File: src/rtl/spi_wbuf_pkg.sv
// Shared types and widths for the SPI write-coalescing buffer.
//   wbuf_state_t : controller states
//   ADDR_W       : byte address width of the mem_* bus
//   DATA_W       : data byte width
package spi_wbuf_pkg;
  localparam int ADDR_W = 24;
  localparam int DATA_W = 8;

  typedef enum logic [1:0] {
    IDLE  = 2'd0,
    ACK   = 2'd1,
    FLUSH = 2'd2,
    READ  = 2'd3
  } wbuf_state_t;
endpackage

File: src/rtl/wbuf_store.sv
// Byte register file holding the run of coalesced write data.
//   clk   : rising-edge clock
//   we    : write enable for widx/wdata
//   widx  : write slot
//   wdata : byte to store
//   ridx  : read slot
//   rdata : byte at ridx (combinational)
// Data flops carry no reset; occupancy is tracked by the controller.
module wbuf_store
  import spi_wbuf_pkg::*;
#(
  parameter int DEPTH = 4,
  parameter int IDX_W = $clog2(DEPTH)
) (
  input  logic              clk,
  input  logic              we,
  input  logic [IDX_W-1:0]  widx,
  input  logic [DATA_W-1:0] wdata,
  input  logic [IDX_W-1:0]  ridx,
  output logic [DATA_W-1:0] rdata
);

  logic [DATA_W-1:0] mem_q [DEPTH];

  always_ff @(posedge clk) begin
    if (we) mem_q[widx] <= wdata;
  end

  assign rdata = mem_q[ridx];

endmodule

File: src/rtl/spi_wbuf_6502.sv
// Write-coalescing buffer between the CPU-side cache and the SPI SRAM master.
// Single-byte writes to consecutive addresses are acked immediately and
// collected; a run is drained as one SPI write burst when it cannot grow,
// when a read arrives, or after FLUSH_TIMEOUT idle cycles.
//   clk, rst                        : clock, asynchronous active-high reset
//   up_addr/up_en/up_wr/up_wdata    : upstream request (held until up_rdy)
//   up_rdy/up_rdata                 : upstream completion pulse / read byte
//   mem_addr/mem_en/mem_wr          : downstream request, registered
//   mem_wburst/mem_wdata            : burst continuation flag / current byte
//   mem_rdy/mem_rdata               : downstream per-byte completion / read byte
module spi_wbuf_6502
  import spi_wbuf_pkg::*;
#(
  parameter int DEPTH         = 4,
  parameter int FLUSH_TIMEOUT = 16
) (
  input  logic              clk,
  input  logic              rst,
  input  logic [ADDR_W-1:0] up_addr,
  input  logic              up_en,
  input  logic              up_wr,
  input  logic [DATA_W-1:0] up_wdata,
  output logic              up_rdy,
  output logic [DATA_W-1:0] up_rdata,
  output logic [ADDR_W-1:0] mem_addr,
  output logic              mem_en,
  output logic              mem_wr,
  output logic              mem_wburst,
  output logic [DATA_W-1:0] mem_wdata,
  input  logic              mem_rdy,
  input  logic [DATA_W-1:0] mem_rdata
);

  localparam int IDX_W = $clog2(DEPTH);
  localparam int CNT_W = $clog2(DEPTH + 1);
  localparam int TMR_W = $clog2(FLUSH_TIMEOUT + 1);

  wbuf_state_t       state_q, state_d;
  logic [ADDR_W-1:0] base_q, base_d;
  logic [CNT_W-1:0]  count_q, count_d;
  logic [IDX_W-1:0]  idx_q, idx_d;
  logic [TMR_W-1:0]  timer_q, timer_d;
  logic              mem_en_q, mem_en_d;
  logic              mem_wr_q, mem_wr_d;
  logic [ADDR_W-1:0] mem_addr_q, mem_addr_d;

  logic              store_we;
  logic [DATA_W-1:0] store_rdata;
  logic [ADDR_W:0]   next_addr;
  logic              append_ok;
  logic              last_beat;

  wbuf_store #(.DEPTH(DEPTH)) store_inst (
    .clk   (clk),
    .we    (store_we),
    .widx  (count_q[IDX_W-1:0]),
    .wdata (up_wdata),
    .ridx  (idx_q),
    .rdata (store_rdata)
  );

  // The extra top bit catches a run that would wrap 0xFFFFFF -> 0x000000,
  // which SPI cannot express as one burst.
  assign next_addr = {1'b0, base_q} + (ADDR_W + 1)'(count_q);
  assign append_ok = (count_q == '0) ||
                     ((count_q < CNT_W'(DEPTH)) && !next_addr[ADDR_W] &&
                      (next_addr[ADDR_W-1:0] == up_addr));
  assign last_beat = (CNT_W'(idx_q) == (count_q - CNT_W'(1)));

  always_comb begin
    state_d    = state_q;
    base_d     = base_q;
    count_d    = count_q;
    idx_d      = idx_q;
    timer_d    = '0;
    mem_en_d   = mem_en_q;
    mem_wr_d   = mem_wr_q;
    mem_addr_d = mem_addr_q;
    store_we   = 1'b0;

    case (state_q)
      IDLE: begin
        if (up_en && up_wr && append_ok) begin
          store_we = 1'b1;
          count_d  = count_q + CNT_W'(1);
          if (count_q == '0) base_d = up_addr;
          state_d  = ACK;
        end else if (up_en && !up_wr && (count_q == '0)) begin
          state_d    = READ;
          mem_en_d   = 1'b1;
          mem_wr_d   = 1'b0;
          mem_addr_d = up_addr;
        end else if (up_en ||
                     ((count_q != '0) && (timer_q == TMR_W'(FLUSH_TIMEOUT - 1)))) begin
          // Blocked write, read behind buffered data, or idle timeout.
          // A pending request is re-evaluated here once the run is drained.
          state_d    = FLUSH;
          mem_en_d   = 1'b1;
          mem_wr_d   = 1'b1;
          mem_addr_d = base_q;
          idx_d      = '0;
        end else if (count_q != '0) begin
          timer_d = timer_q + TMR_W'(1);
        end
      end
      ACK: state_d = IDLE;
      FLUSH: begin
        if (mem_rdy) begin
          if (last_beat) begin
            count_d    = '0;
            idx_d      = '0;
            mem_en_d   = 1'b0;
            mem_wr_d   = 1'b0;
            mem_addr_d = '0;
            state_d    = IDLE;
          end else begin
            idx_d = idx_q + IDX_W'(1);
          end
        end
      end
      READ: begin
        if (mem_rdy) begin
          mem_en_d   = 1'b0;
          mem_addr_d = '0;
          state_d    = IDLE;
        end
      end
      default: state_d = IDLE;
    endcase
  end

  always_ff @(posedge clk or posedge rst) begin
    if (rst) begin
      state_q    <= IDLE;
      base_q     <= '0;
      count_q    <= '0;
      idx_q      <= '0;
      timer_q    <= '0;
      mem_en_q   <= 1'b0;
      mem_wr_q   <= 1'b0;
      mem_addr_q <= '0;
    end else begin
      state_q    <= state_d;
      base_q     <= base_d;
      count_q    <= count_d;
      idx_q      <= idx_d;
      timer_q    <= timer_d;
      mem_en_q   <= mem_en_d;
      mem_wr_q   <= mem_wr_d;
      mem_addr_q <= mem_addr_d;
    end
  end

  assign mem_en     = mem_en_q;
  assign mem_wr     = mem_wr_q;
  assign mem_addr   = mem_addr_q;
  assign mem_wburst = (state_q == FLUSH) && (CNT_W'(idx_q) < (count_q - CNT_W'(1)));
  assign mem_wdata  = (state_q == FLUSH) ? store_rdata : '0;
  assign up_rdy     = (state_q == ACK) || ((state_q == READ) && mem_rdy);
  assign up_rdata   = (state_q == READ) ? mem_rdata : '0;

endmodule

File: config.mk
export PLATFORM = sky130hd
export DESIGN_NAME = spi_wbuf_6502
export DESIGN_NICKNAME = d
export VERILOG_FILES = /design/src/rtl/spi_wbuf_pkg.sv /design/src/rtl/wbuf_store.sv /design/src/rtl/spi_wbuf_6502.sv
export SDC_FILE = /design/constraint.sdc
export NUM_CORES = 1
export LEC_CHECK = 0
export ABC_CLOCK_PERIOD_IN_PS = 7320
export BUFFER_PORTS_ARGS = -buffer_cell sky130_fd_sc_hd__buf_4
export CORE_MARGIN = 1
export CORE_UTILIZATION = 50
export CTS_CLUSTER_SIZE = 20
export DETAILED_ROUTE_END_ITERATION = 6
export PLACE_DENSITY_LB_ADDON = 0.3
export RECOVER_POWER = 50
export SYNTH_ARGS = -nofsm -noshare
export SYNTH_HDL_FRONTEND = slang
export SYNTH_SLANG_ARGS = --single-unit
File: constraint.sdc
create_clock -name clk -period 7.32 [get_ports clk]
set_clock_uncertainty 0.15 [all_clocks]
set_input_delay 0.366 -clock clk [delete_from_list [all_inputs] [get_ports clk]]
set_output_delay 0.366 -clock clk [all_outputs]
set_load 0.01 [all_outputs]
==> flow_summary.yaml <==
cts:
  ctsHoldBuffers: 0
  clockRootBuffer: "sky130_fd_sc_hd__clkbuf_8"
  clock_sink_count: 94
  clock_transition_at_the_register_clock_pins_on_the_worst_setup_and_hold_paths_after_cts_ns: 0.10
  maximum_count_of_clock_buffers_along_a_single_path: 2
  level_count_of_the_clock_h_tree: 3
  clk-insertion-delay-late_ns: 0.37
  setup_bufs_post_cts: 0
  postCtsResizedCells: 0
  cts_tree: "yes"
  cts_made_buffers: 9
yosys:
  synth_compound_area_share_pct: 11.4
  synth_adder_area_share_pct: 3.27
  ys_dominant_reg_cell: "sky130_fd_sc_hd__dfrtp_1"
  synth_top_family_by_area: "simple AND/OR/NAND/NOR gates"
  synth-edff-count: 32
  ys.warnings.count: 0
  synth.area.mux_share_pct: 8.48
  area_share_of_and_or_nand_nor_cells_after_synthesis_pct: 18.6
  synth-seq-cells: 94
  synth.yosys.seq_area_share_pct: 48.2
  syn-mean-instance-area_um2: 11.2
  postSynth.asyncResetShare_pct: 66.0
  mappedNetlistArea_um2: 5210
  yosys.area_share.xor_xnor_pct: 6.22
  synthesis.instances: 464
  synth.net_count: 522
  yosysUniqueCellTypes: 62
place:
  io_buffers: 88
  finalWeightedCongestion: 0.884
  place_hpwl_um: 8260
  place_worst_setup_slack_ns: 3.04
critical_path:
  path_buf_inv: 1
  crit_slowest_cell: "sky130_fd_sc_hd__or4_1"
  ff2ff_path_depth: 11
  critical_path_peak_fanout: 14
  setup.worst_path.start_class: "flop"
  worst-setup-path-type: "reg2reg"
  r2r_setup_slack_ns: 3.03
  timing.critical_path.required_ns: 7.43
  path_cells: "ha_1, fa_1, a21oi_1, and2b_1, xnor2_1, o2111ai_1, or4b_4, nor4_4, or4_1, buf_4, o2bb2ai_1"
  cp_num_cells: 11
  crit_family: "simple AND/OR/NAND/NOR gates"
  critical_path_arrival_ns: 4.40
  worst_setup_path_end_kind: "flop"
  stage_delay_of_the_slowest_cell_on_the_critical_path_ns: 0.64
floorplan:
  boundaryPins: 89
  initial_core_util_pct: 52.3
  die_w_um: 104
  design.core.area_um2: 9950
  number_of_standard_cell_rows_in_the_floorplan: 36
  vert_die_dim_um: 104
  die_area_um2: 10800
final_layout:
  multi_input_area_um2: 2500
  regArea_um2: 2510
  design.final.nets: 602
  drive_gt1_share_pct: 21.5
  utilization_pct: 60.4
  num_antenna_cells: 0
  fill_cells: 852
  area_growth_synth_to_finish_pct: 15.5
sta:
  fin_crit_sh_pct: 58.6
  finalWorstPathRequiredPeriod_ns: 4.29
  setup_slack_ns: 3.03
  final_hold_viol_count: 0
  slew_viol_final: 63
  max_clock_freq_mhz: 233
  timing.final.setup_violations: 0
  worst-slew-pin-transition_ns: 3.38
  slew_headroom_pct: -125
  rsz_0062_raised_after_global_routing: "false"
  tns_ns: 0
global_routing:
  global_route_wire_length_before_repair_um: 19000
  globalRouteTotalUtil_pct: 21.9
  antenna_found_initial: 0
  largest_net_degree_at_the_start_of_global_routing: 63
  grt_pass1_vias: 3838
  grt_overflow: 0
drt:
  post_drt_wl_per_cell_um: 16.5
  detailedRoute.firstPassIterationCount: 5
  drt_iter0_drc: 149
  drtAntennaViolNets: 0
  route.detailed.vias_per_inst: 5.59
  num_vias: 3815
  postRouteWirelength_um: 11300
  route.detailed.drc: 0
worst_hold_path:
  min_path_cells: 3
  worstHoldPathType: "in2reg"
power_and_ir_drop:
  p_total_mw: 2.14
  sequential_cell_fraction_of_total_power_pct: 41.1
  combPwrFrac_pct: 41.7
  cellPowerDensity_nw_per_um2: 356
  internal_power_mw: 1.29
  vdd_drop_max_uv: 172
  switching_share_pct: 39.6
  pwr-share-clk_pct: 17.1
  net_switching_uw: 846
  static_leakage_nw: 2.50
status:
  outcome: "finished with violations"
  failed_checks: "max-capacitance violations, max-slew violations"
job:
  maxCapViolCount: 1
-- cell families (layout without fill, tap and decap cells) --
kind of cell / count (synthesis) / after routing
AO/OA/AOI/OAI: 60 / 60
adder cells (fa/ha/maj): 13 / 13
multiplexers: 34 / 34
flip-flops: 94 / 94
XOR/XNOR: 37 / 37
buffers and inverters: 35 / 120
AND/OR/NAND/NOR: 191 / 191
-- per-layer routing --
| metal | up-vias | share of wire (%) | global-route usage, % | routed length (µm) |
|---|---|---|---|---|
| met4 | 0 | 1.7 | 5.71 | 188 |
| li1 | 1826 | - | - | - |
| met5 | - | 0 | 0 | 0 |
| met2 | 119 | 49 | 36.7 | 5570 |
| met1 | 1851 | 44 | 28.7 | 5010 |
| met3 | 19 | 4.5 | 4.89 | 506 |
-- registers in the layout, indices dropped and copies added, names as in the netlist, 2 cells and up --
signal and flops:
count_q 3, mem_addr 24, state_q 2, timer_q 5
idx_q 2, store_inst.mem_q 32, base_q 24
-- power groups by stage --
stage / clock network (mW) / registers [mW] / logic (mW)
floorplan: 0 / 0.843 / 0.685
global placement: 0 / 0.888 / 0.924
detailed placement: 0 / 0.893 / 0.948
CTS: 0.375 / 0.883 / 0.952
global route: 0.396 / 0.909 / 0.982
finish: 0.366 / 0.880 / 0.893
-- worst min-delay path, delay by kind of cell --
family | cells | cell delay (ns)
simple gates | 2 | 0.08
buf+inv | 1 | 0.10
-- Yosys cell counts (all sizes together) (3+ instances only) --
master,number,share of area (%)
nand2,90,6.5
dfrtp,62,30
edfxtp,32,18
mux2i,25,4.8
o2bb2ai,24,6.4
xnor2,24,4.0
nor2,17,1.2
clkbuf,15,1.1
and3,13,1.6
nand3,13,1.3
xor2,13,2.2
and2,12,1.4
ha,12,2.9
a21oi,10,0.96
buf,10,1.9
inv,10,0.72
mux4,8,3.5
nor3,7,0.86
nand4,6,0.72
nor2b,5,0.60
nor4,5,0.89
o21ai,5,0.48
and4,4,0.72
nand2b,4,0.48
or3,4,0.48
o2111ai,3,0.50
-- cell usage in the layout, fill, tap and decap left out, drive strengths merged, types with 2 or more instances in the layout --
cell type,Yosys,final
mux2i,25,25
o2111ai,3,3
nand2,90,90
a211oi,2,2
a21o,2,2
nor3,7,7
dfrtp,62,62
and3,13,13
a21oi,10,10
nor2b,5,5
nor4b,2,2
or4,2,2
nand3,13,13
inv,10,15
or3,4,4
and2,12,12
a2111oi,2,2
edfxtp,32,32
and4,4,4
o2bb2ai,24,24
a31oi,2,2
or2,2,2
xnor2,24,24
o21ai,5,5
nor2,17,17
clkbuf,15,41
nor4,5,5
nand4,6,6
mux4,8,8
xor2,13,13
buf,10,62
nand2b,4,4
ha,12,12
o211ai,2,2
-- per-stage QoR --
stage	cells	hold slack [ns]	cell area, µm²
2_1_floorplan	464	0.283	5210
3_3_place_gp	666	0.296	5920
3_5_place_dp	666	0.316	5920
4_1_cts	682	0.0327	6130
5_1_grt	682	0.0577	6010
6_report	682	0.0561	6010
-- final timing paths --
kind | start | end
max in group asynchronous | rst | mem_addr[14]$_DFFE_PP0P_
worst max-delay path | count_q[0]$_DFFE_PP0P_ | mem_addr[19]$_DFFE_PP0P_
worst min register to register | timer_q[0]$_DFF_PP0_ | timer_q[0]$_DFF_PP0_
min in group asynchronous | rst | mem_addr[5]$_DFFE_PP0P_
worst min-delay path | up_addr[14] | base_q[14]$_DFFE_PP0P_
worst max register to register | count_q[0]$_DFFE_PP0P_ | mem_addr[19]$_DFFE_PP0P_
-- layout make-up --
type | instances | share of cell area [%]
flip-flops and latches | 94 | 41.8
multi-input cells | 335 | 41.6
repair buffers | 94 | 9.80
well taps | 133 | 2.77
clock buffers | 9 | 2.06
clock inverters | 7 | 1.39
inverters | 10 | 0.624
Power figures use the tool's default switching activity.
